File: src/rtl/monitor_bus_frontend.sv
// monitor_bus_frontend: synchronizes the async monitor slot bus, qualifies clk_rw strobes and queues decoded cycles in a show-ahead FIFO
module monitor_bus_frontend #(
    parameter int SYNC_STAGES  = 2,
    parameter int MIN_HIGH     = 3,
    parameter int FIFO_DEPTH   = 8,
    parameter int IDLE_TIMEOUT = 2000
) (
    input  logic                          clk_20mhz,
    input  logic                          reset,
    input  logic                          clk_rw,
    input  logic                          ax_d,
    input  logic                          r_wx,
    input  logic                          slot_x_int_x,
    input  logic                          reset_x,
    input  logic [7:0]                    data_in,
    output logic                          cyc_valid,
    input  logic                          cyc_ready,
    output logic [7:0]                    cyc_data,
    output logic                          cyc_ax_d,
    output logic                          cyc_r_wx,
    output logic                          cyc_slot_x,
    output logic [$clog2(FIFO_DEPTH):0]   fill,
    output logic                          bus_reset,
    output logic                          overflow,
    output logic [7:0]                    glitch_cnt,
    output logic                          idle
);
    localparam int AW = $clog2(FIFO_DEPTH);
    localparam int CW = $clog2(MIN_HIGH + 1);
    localparam int IW = $clog2(IDLE_TIMEOUT + 1);
    localparam logic [CW-1:0] MH = CW'(MIN_HIGH);
    localparam logic [IW-1:0] IT = IW'(IDLE_TIMEOUT);
    localparam logic [AW:0] FULL = (AW+1)'(FIFO_DEPTH);
    // bit 13 is a constant-1 "live" marker telling real samples from reset fill
    localparam logic [13:0] SYNC_RST = 14'b0_0_0_0_1_1_0000_0000;
    typedef enum logic [1:0] {S_ARM, S_LOW, S_COUNT, S_DONE} state_t;
    state_t state, state_nxt;
    logic [13:0] sync_q [SYNC_STAGES];
    logic [13:0] s;
    logic [10:0] mem [FIFO_DEPTH];
    logic [10:0] head;
    logic [AW-1:0] wr_ptr, rd_ptr;
    logic [CW-1:0] cnt, cnt_nxt;
    logic [IW-1:0] idle_cnt;
    logic push, glitch, pop, accept, clr, br_nxt;
    always_ff @(posedge clk_20mhz) begin
        if (reset) begin
            for (int i = 0; i < SYNC_STAGES; i++) sync_q[i] <= SYNC_RST;
        end else begin
            sync_q[0] <= {1'b1, clk_rw, ax_d, r_wx, slot_x_int_x, reset_x, data_in};
            for (int i = 1; i < SYNC_STAGES; i++) sync_q[i] <= sync_q[i-1];
        end
    end
    assign s      = sync_q[SYNC_STAGES-1];
    assign br_nxt = !s[8];
    assign clr    = br_nxt | bus_reset;
    always_comb begin
        state_nxt = state;
        cnt_nxt   = cnt;
        push      = 1'b0;
        glitch    = 1'b0;
        case (state)
            S_ARM:   state_nxt = (s[13] && !s[12]) ? S_LOW : S_ARM;
            S_LOW: begin
                if (s[12]) begin
                    cnt_nxt   = CW'(1);
                    push      = (MH == CW'(1));
                    state_nxt = push ? S_DONE : S_COUNT;
                end
            end
            S_COUNT: begin
                if (!s[12]) begin
                    glitch    = 1'b1;
                    state_nxt = S_LOW;
                end else begin
                    cnt_nxt   = cnt + 1'b1;
                    push      = (cnt_nxt == MH);
                    state_nxt = push ? S_DONE : S_COUNT;
                end
            end
            S_DONE:  state_nxt = s[12] ? S_DONE : S_LOW;
            default: state_nxt = S_ARM;
        endcase
        if (clr) begin
            state_nxt = S_LOW;
            push      = 1'b0;
            glitch    = 1'b0;
        end
    end
    always_ff @(posedge clk_20mhz) begin
        if (reset) begin
            state <= S_ARM;
            cnt   <= '0;
        end else begin
            state <= state_nxt;
            cnt   <= cnt_nxt;
        end
    end
    assign cyc_valid = (fill != '0);
    assign pop       = cyc_valid & cyc_ready;
    assign accept    = push & ((fill != FULL) | pop);
    always_ff @(posedge clk_20mhz) begin
        if (accept) mem[wr_ptr] <= {s[11], s[10], s[9], s[7:0]};
    end
    always_ff @(posedge clk_20mhz) begin
        if (reset || clr) begin
            wr_ptr <= '0;
            rd_ptr <= '0;
            fill   <= '0;
        end else begin
            if (accept) wr_ptr <= wr_ptr + 1'b1;
            if (pop) rd_ptr <= rd_ptr + 1'b1;
            fill <= fill + (AW+1)'(accept) - (AW+1)'(pop);
        end
    end
    always_ff @(posedge clk_20mhz) begin
        if (reset) begin
            bus_reset  <= 1'b0;
            overflow   <= 1'b0;
            glitch_cnt <= '0;
            idle_cnt   <= '0;
        end else begin
            bus_reset  <= br_nxt;
            overflow   <= !clr && (overflow || (push && !accept));
            glitch_cnt <= clr ? 8'h00 : glitch_cnt + 8'(glitch && glitch_cnt != 8'hFF);
            idle_cnt   <= push ? '0 : idle_cnt + IW'(idle_cnt != IT);
        end
    end
    assign idle = (idle_cnt == IT);
    assign head = mem[rd_ptr];
    assign {cyc_ax_d, cyc_r_wx, cyc_slot_x, cyc_data} = cyc_valid ? head : 11'h000;
endmodule
File: config.mk
export PLATFORM = sky130hd
export DESIGN_NAME = monitor_bus_frontend
export DESIGN_NICKNAME = d
export VERILOG_FILES = /design/src/rtl/monitor_bus_frontend.sv
export SDC_FILE = /design/constraint.sdc
export NUM_CORES = 1
export LEC_CHECK = 0
export ABC_AREA = 1
export CAP_MARGIN = 20
export CORE_MARGIN = 8
export CORE_UTILIZATION = 45
export CTS_BUF_LIST = sky130_fd_sc_hd__clkbuf_8 sky130_fd_sc_hd__clkbuf_16
export DETAILED_ROUTE_END_ITERATION = 10
export DONT_BUFFER_PORTS = 1
export GPL_ROUTABILITY_DRIVEN = 0
export PLACE_DENSITY_LB_ADDON = 0.1
export SETUP_SLACK_MARGIN = 0.3
export SLEW_MARGIN = 10
export SYNTH_ARGS = -nofsm -noshare
export SYNTH_HDL_FRONTEND = slang
export SYNTH_SLANG_ARGS = --single-unit
File: constraint.sdc
create_clock -name clk_20mhz -period 5 [get_ports clk_20mhz]
set_input_delay 0.25 -clock clk_20mhz [delete_from_list [all_inputs] [get_ports clk_20mhz]]
set_output_delay 0.25 -clock clk_20mhz [all_outputs]
set_load 0.01 [all_outputs]
==> results of run 1 <==
## layer usage
layer	vias up	global-route usage	share of wire	routed length, um
li1	2014	-	-	-
met1	1859	0.1861	0.45	5691
met2	86	0.2402	0.48	6112
met3	14	0.03991	0.049	625
met4	0	0.06114	0.017	210
met5	-	0	0	0
## area by class of cell
class	count	area share
clock buffers	19	0.06442
clock inverters	13	0.01495
inverters	62	0.03310
multi-input cells	367	0.2682
flip-flops and latches	154	0.5638
well taps	180	0.03203
repair buffers	16	0.02349
## power groups by stage
stage	combinational (uW)	clock (uW)	sequential [uW]
2_1_floorplan	443	0	1430
3_3_place_gp	535	0	1440
3_5_place_dp	542	0	1440
4_1_cts	559	1200	1410
5_1_grt	632	1260	1420
6_report	549	1180	1410
## kinds of logic (layout without fill, tap and decap cells)
logic type	after synthesis	in the layout	share of synthesized area
and+or+nand+nor	265	265	0.1974
DFF	154	154	0.6395
buffers and inverters	84	110	0.05632
AOI/OAI and AO/OA	82	82	0.06884
adders and majority gates	14	14	0.02947
xor gates and xnor gates	6	6	0.008478
## placed cells by master, fill, tap and decap left out, drive strengths merged, types with 2 or more instances in the layout
| cell type | synthesis | routed |
|---|---|---|
| edfxtp | 88 | 88 |
| ha | 13 | 13 |
| xor2 | 5 | 5 |
| o21ai | 60 | 60 |
| a21oi | 21 | 21 |
| clkinvlp | 0 | 6 |
| nand3 | 30 | 30 |
| buf | 16 | 3 |
| dfxtp | 66 | 66 |
| nor3 | 12 | 12 |
| clkbuf | 6 | 19 |
| clkinv | 0 | 4 |
| inv | 62 | 64 |
| nor2 | 153 | 153 |
| or2 | 10 | 10 |
| nor3b | 2 | 2 |
| nand4 | 3 | 3 |
| dlygate4sd3 | 0 | 13 |
| nand2 | 54 | 54 |
## flip-flops by register name (all words and copies together), names as in the netlist, named ones only
| name | cells |
|---|---|
| state | 2 |
| cnt | 2 |
| bus_reset | 1 |
| sync_q | 28 |
| idle_cnt | 11 |
| mem | 88 |
| glitch_cnt | 8 |
| wr_ptr | 3 |
| fill | 4 |
| overflow | 1 |
| rd_ptr | 3 |
## per-stage QoR
| step | instance area [um2] | utilization | setup WS [ns] | total power (uW) | cells |
|---|---|---|---|---|---|
| 2_1_floorplan | 6198 | - | 2.975 | 1869 | 605 |
| 3_3_place_gp | 6322 | 0.4626 | 2.274 | 1976 | 765 |
| 3_5_place_dp | 6322 | 0.4626 | 2.235 | 1984 | 765 |
| 4_1_cts | 7030 | 0.5145 | 2.224 | 3177 | 811 |
| 5_1_grt | 7030 | 0.5145 | 2.059 | 3308 | 811 |
| 6_report | 7030 | 0.5145 | 2.293 | 3146 | 811 |
## what timing repair did
| item | CTS | global route |
|---|---|---|
| endpoints found under the hold margin | 32 | 0 |
| hold buffers | 14 | 0 |
| endpoints found under the setup margin | 0 | 0 |
## final timing paths
| check | startpoint | end | slack [ns] | cells after the start |
|---|---|---|---|---|
| setup reg to reg | fill[2] | mem[3][4] | 2.29 | 7 |
| setup / recovery | fill[2] | mem[3][4] | 2.29 | 7 |
| hold / removal | reset | sync_q[0][7] | 0.1 | 2 |
| hold reg to reg | sync_q[0][2] | sync_q[0][16] | 0.40 | 2 |
==> reports/results.txt, run 1 <==
The later pin in the worst-skew pair is clocked with a latency of 0.41 ns. In this run the deepest clock path goes through 2 buffers. The logs give 369.5 MHz for the peak clock frequency supported by timing and 0 for the final-report setup violation count. Kind of cell adding the most delay to the critical path: simple AND/OR/NAND/NOR gates. Total routing resource utilization after global routing: 0.1491. The vias after detailed routing is 3973, and the post-CTS resize count is 0.

Synthesis produced a netlist with a net count of 635. For this run, the number of Yosys warnings is 0. STA classifies the critical path startpoint as a register. A synthesized cell averages 10.25 um2. The maximum clock skew at final layout is 0.007016 ns, and the number of distinct library cell variants in the gate-level netlist after synthesis is 37. Dividing the detail-routed wire length by the instance count gives 15.58 um.

For this design, the slowest cell found on the critical path is sky130_fd_sc_hd__nor3_2. The tools report the endpoint type of the worst setup path as a register. The share of synthesized registers carrying an async set or reset is 0. Counting the fill cells in the layout gives 1275. The height of the die works out to 133.4 um. The flip-flop cell with the highest count after synthesis is sky130_fd_sc_hd__edfxtp_1. The total overflow left after global routing is 0. The tree is rooted in a sky130_fd_sc_hd__clkbuf_16. The growth of design area from synthesis to finish was 13.42%; the final worst-path cycle share was 0.5413. For the number of antenna violations at the first check in global routing, the log shows 0. The run finished with clean final reports.

On the worst path, the slowest cell contributes a delay of 0.71 ns. The count of buffers added on input and output ports is 0. The area share of the largest cell type after synthesis is 0.4263, and the clock-pin slew of the registers on the worst-case setup and hold paths is 0.06 ns. The tool flagged a number of max-cap violations equal to 0.

Half-perimeter wire length of the detailed placement result: 8467 um. For the sequential-to-total area share from yosys stat, the log shows 0.6395. Entering global routing, the biggest net connects 46 pins. The wire length reported by the detailed router is 12640 um, and the worst ir drop on vdd is 0.2438 mV. Buffer and inverter count on the worst path: 1.

The fraction of power consumed by sequential logic was 0.449. The transition time at the pin with the least slew margin was 0.9090 ns. The class of the most critical hold timing path is in2reg. For this design the ratio of total power to cell area is 447.5 nW/um2. The tools report the data required time of the worst path as 5.04 ns.

The run gives 0 as the number of design rule violations left after detail routing. Counting the buffers created by CTS gives 17. The internal portion of the total power is 2244 uW. The via count of the first global-routing pass was 3831. In this run the core area contains 43 standard-cell rows.

For the finished layout, the period the worst path requires is 2.707 ns. For the final max-slew violation count, the log shows 0. The layout cell share with drive strength beyond 1 was 0.1062; the initial core utilization was 0.4536.

Area of all sequential standard cells: 3964 um2. 43 I/O pins were placed. The logs give 0.3907 for the normalized max-slew margin and 2.75 ns for the data arrival time of the critical path. Walking the worst path, the cells encountered are inv_1 > ha_1 > nand2_1 > nand2_4 > nand2_4 > nand3_4 > nor3_2. Yosys attributes the largest share of cell area to sky130_fd_sc_hd__edfxtp_1 (43%), sky130_fd_sc_hd__dfxtp_1 (21%), sky130_fd_sc_hd__nor2_1 (9.0%), sky130_fd_sc_hd__inv_1 (3.3%), sky130_fd_sc_hd__nand2_1 (3.1%). Switching share of total power: 0.2868. The first global-routing pass estimated 20420 um of wire. The H-tree was split into 4 levels. The sum of negative setup slack came out at 0 ns.

The cell area that synthesis handed to floorplanning was 6198 um2. The run gives 0.376 as the clock network power share. The leakage dissipation is 0.002623 uW. For the remaining antenna violation count, the log shows 0.

By instance count, the leading cell after synthesis is sky130_fd_sc_hd__nor2_1. The power share of the combinational group came out at 0.174. The die extent in x came out at 133.4 um. The run gives 648 as the count of nets after finishing. In this run the worst path has a maximum fanout of 13.

The type of the worst setup path is reg2reg. TritonCTS built the clock tree. The post-route worst hold slack was 0.09806 ns. The core box area is 13670 um2.

For this design the total switching power over the nets is 902.3 uW. The number of optimization iterations in the first detailed-route pass came out at 4. The total clock sinks was 154; the count of inserted antenna diode cells was 0. The detailed router's first-iteration violation count was 253; the number of hold violations in the final report was 0. After technology mapping, the gate count stands at 605.

The floorplan step defined a die boundary enclosing 17790 um2. By count the netlist is led by sky130_fd_sc_hd__nor2_1 (149), sky130_fd_sc_hd__edfxtp_1 (88), sky130_fd_sc_hd__dfxtp_1 (66), sky130_fd_sc_hd__inv_1 (55), sky130_fd_sc_hd__nand2_1 (51). Vias per cell: 4.899. Register bit count reported by yosys: 154.

The cell seen most often among critical-path stages was sky130_fd_sc_hd__nand2_4. Setup repair after global routing left no endpoint under its margin. The cell type with the highest aggregate area in the netlist is sky130_fd_sc_hd__edfxtp_1. In this run the post-CTS setup repair buffer count came out at 0. In this run, synthesis inferred 88 flip-flops with an integrated enable. The multi-input combinational cell area was 1886 um2.
Note: power is estimated with default switching activity, not from simulation.
==> run 2: changes to the inputs <==
--- a/config.mk
+++ b/config.mk
@@ -5,7 +5,7 @@
 export SDC_FILE = /design/constraint.sdc
 export NUM_CORES = 1
 export LEC_CHECK = 0
-export ABC_AREA = 1
+export ABC_AREA = 0
 export CAP_MARGIN = 20
 export CORE_MARGIN = 8
 export CORE_UTILIZATION = 45
==> constraint.sdc (replaced) <==
create_clock -name clk_20mhz -period 2.7 [get_ports clk_20mhz]
set_input_delay 0.135 -clock clk_20mhz [delete_from_list [all_inputs] [get_ports clk_20mhz]]
set_output_delay 0.135 -clock clk_20mhz [all_outputs]
set_load 0.01 [all_outputs]
==> reports/results.txt, run 2 <==
The run finished, with violations left. The final reports fail on hold timing. The peak clock frequency supported by timing is 443.7 MHz, and the number of optimization iterations in the first detailed-route pass is 4. The worst path meets setup with 0.4461 ns of slack. The logs give 3186 for the vias after detailed routing and 17 for the total CTS buffers. The cell sitting at the root of the clock tree is a sky130_fd_sc_hd__clkbuf_16. The run gives 10610 um as the wire length reported by the detailed router. The clock passes through at most 2 buffers. From left edge to right edge, the die measures 130.1 um.

TritonCTS built the clock tree. In this run, placement finished with an instance count of 590. The share of synthesized registers carrying an async set or reset was 0; the power density of the placed cells was 813.4 nW/um2. The register with the most flip-flops in the layout has 88 of them.

Dividing the detail-routed wire length by the instance count gives 16.60 um. Detailed placement ended at an HPWL of 6648 um. Synthesis instantiated 39 different standard cells from the library.

The vias per cell is 4.986. The post-route worst hold slack is -0.0001542 ns, and the post-layout instance count excluding filler cells is 639. The final worst-path cycle share is 0.8348.

The logs give 0 for the final max-slew violation count and 3965 um2 for the area of all sequential standard cells. The sum of negative setup slack came out at 0 ns. The die outline area is 16920 um2. The average cell area after synthesis works out to 14.14 um2. The normalized max-slew margin was 0.5684; the number of H-tree levels was 4. The data required time of the worst path was 2.57 ns; the core box area was 12670 um2. The run gives 0.3911 ns as the pre-CTS setup slack. Setup repair after global routing left no endpoint under its margin.

The layout cell share with drive strength beyond 1 came out at 0.2034. Across the run, the number of max-cap violations was 0. The tools report the endpoint type of the worst setup path as an output port. Leaving out fill and tap cells, the most frequent cell in the layout is sky130_fd_sc_hd__edfxtp_1. The run gives 0 as the final-report setup violation count. The detailed router used layers up to and including met4.

The number of antenna violations at the first check in global routing was 0. By instance count, the leading cell after synthesis is sky130_fd_sc_hd__edfxtp_1. The tools report the initial core utilization as 0.4620. Wire segments on met2 add up to 5106 um in the final route. The net count of the finished layout is 484.

The critical path is of the reg2out type. At the pin with the least slew margin, the transition time is 0.6458 ns. The number of design rule violations left after detail routing is 0, and the maximum number of pins on one net before global-route repair is 34. Fill cells in the final layout number 1081.

The logs give 0.005808 ns for the maximum clock skew at final layout and 0.1370 for the total routing resource utilization after global routing. The first routing iteration left 200 violations. Counting flops and latches in the post-synthesis netlist gives 154. Clock latency on the worst-skew pair: 0.42 ns. The top cell types in the final layout, fill and taps aside, are sky130_fd_sc_hd__edfxtp_1 (88), sky130_fd_sc_hd__dfxtp_1 (65), sky130_fd_sc_hd__nor2_1 (32), sky130_fd_sc_hd__inv_1 (28), sky130_fd_sc_hd__nor2b_1 (23). Largest driver fanout on the critical path: 14.

The cell count after synthesis was 414. By area the synthesized netlist is led by sky130_fd_sc_hd__edfxtp_1 (45%), sky130_fd_sc_hd__dfxtp_1 (23%), sky130_fd_sc_hd__mux4_2 (8.5%), sky130_fd_sc_hd__ha_1 (2.8%), sky130_fd_sc_hd__nor2b_1 (2.5%). The shortest period the worst path allows is 2.254 ns. The logs give 17150 um for the global-route wire length before repair and 0 for the remaining antenna violation count. Clock-pin slew of the registers on the worst-case setup and hold paths: 0.06 ns.

In the final layout, the registers with the most flip-flops are mem: 88 flops, sync_q: 28 flops, idle_cnt: 11 flops. In the synthesized netlist the dominant register cell turns out to be sky130_fd_sc_hd__edfxtp_1. The floorplan step set the die height to 130.1 um.

The count of port buffers added during placement is 0. Cell type with the highest aggregate area in the netlist: sky130_fd_sc_hd__edfxtp_1. The logs give 154 for the total clock sinks and 4813 um for the length of routed wiring on met1. The floorplan has 41 rows. Sequential-to-total area share from yosys stat: 0.6771. 43 I/O pins were placed.

After detailed routing, the met3 layer carries 580 um of wire. The run gives 1 as the number of hold violations in the final report. Class of the most critical hold timing path: in2reg. The data arrival time of the critical path came out at 2.12 ns. The total overflow left after global routing is 0. Post-synth design cell area: 5854 um2. Across the VDD grid, the largest voltage drop is 0.4365 mV. The analysis attributes to cell leakage a power of 0.002355 uW.

Relative to the synthesized area, the layout overhead comes to 18.42%. More flip-flops sit in one register than any other, and that register is mem. The worst setup path is launched from a register. Counting instances in the post-synthesis netlist gives the leading cell types as sky130_fd_sc_hd__edfxtp_1 (88), sky130_fd_sc_hd__dfxtp_1 (66), sky130_fd_sc_hd__nor2_1 (33), sky130_fd_sc_hd__inv_1 (28), sky130_fd_sc_hd__nor2b_1 (23).

Via count of the first global-routing pass: 3224. The number of antenna diodes in the final layout is 0. In this run, synthesis inferred 88 flip-flops with an integrated enable.

The area share of the largest cell type after synthesis is 0.4514, and the number of warnings issued by yosys is 0. In the final layout, the multi-input gates occupy 1789 um2. Counting every net in the synthesized netlist gives 444.
run 2: cell types whose count changed in the layout (fill, tap and decap cells not counted), moves of 7 or more:
cell,previous run,this run
sky130_fd_sc_hd__nor2_1,149,32
sky130_fd_sc_hd__nand2_1,51,16
sky130_fd_sc_hd__inv_1,57,28
sky130_fd_sc_hd__nor2b_1,0,23
sky130_fd_sc_hd__mux4_2,0,22
sky130_fd_sc_hd__o21ai_1,22,0
sky130_fd_sc_hd__o21ai_0,37,17
sky130_fd_sc_hd__buf_4,2,20
sky130_fd_sc_hd__a21oi_1,20,9
sky130_fd_sc_hd__xnor2_1,1,10
sky130_fd_sc_hd__inv_2,7,0
run 2: metal layers:
layer / up-vias / track usage
met5: - / 0
met4: 0 / 0.04918
met3: 9 / 0.05182
met2: 70 / 0.2191
met1: 1545 / 0.1661
li1: 1562 / -
run 2: path summary, 6_finish.rpt:
path / start / to / slack [ns] / cells past startpoint
min: cyc_ready / register / -0.0002 / 3
min reg2reg: sync_q[0][22] / bus_reset / 0.41 / 1
max reg2reg: fill[2] / fill[2] / 0.49 / 11
max: fill[2] / cyc_data[4] / 0.45 / 7
run 2: cell type report:
class | count | share of cell area
flip-flops and latches | 154 | 0.5719
multi-input cells | 217 | 0.2581
clock buffers | 17 | 0.06136
inverters | 28 | 0.01516
well taps | 172 | 0.03104
repair buffers | 36 | 0.04548
clock inverters | 15 | 0.01696
run 2: per-stage QoR:
step             util  power, uW  area [um2]
2_1_floorplan       -       3247        5893
3_3_place_gp   0.4882       3506        6186
3_5_place_dp   0.4882       3512        6186
5_1_grt        0.5472       5905        6933
6_report       0.5472       5639        6933
4_1_cts        0.5431       5692        6882
run 2: critical path, stage by stage, from the launching register on:
cell	delay, ns
sky130_fd_sc_hd__dfxtp_1	0.34
sky130_fd_sc_hd__inv_1	0.11
sky130_fd_sc_hd__ha_1	0.17
sky130_fd_sc_hd__or3b_4	0.41
sky130_fd_sc_hd__buf_4	0.23
sky130_fd_sc_hd__nand3_1	0.10
sky130_fd_sc_hd__o21ai_0	0.14
sky130_fd_sc_hd__buf_4	0.19
run 2: what timing repair did:
item                                    4_1_cts  5_1_grt
hold endpoints to repair                     39        0
pin swaps                                     0        1
gates resized for setup                       1        8
hold buffers                                 15        0
endpoints found under the setup margin        6        3
buffers inserted                              0        1
run 2: power breakdown:
group          leakage [uW]  switching [uW]  total (uW)  internal [uW]
Clock              0.000265             960        2150           1190
Combinational      0.000817             493         880            386
Sequential          0.00127            73.4        2610           2530
Total               0.00235            1530        5640           4110
run 2: kinds of logic (layout without fill, tap and decap cells):
logic type      after synthesis  in the layout  share of synthesized area
simple gates                130            130                     0.1173
fa+ha+maj                    14             14                    0.03120
flops                       154            154                     0.6771
mux                          22             22                    0.08463
buf+inv                      43             96                    0.02906
compound gates               33             33                    0.03377
xor+xnor                     18             18                    0.02693
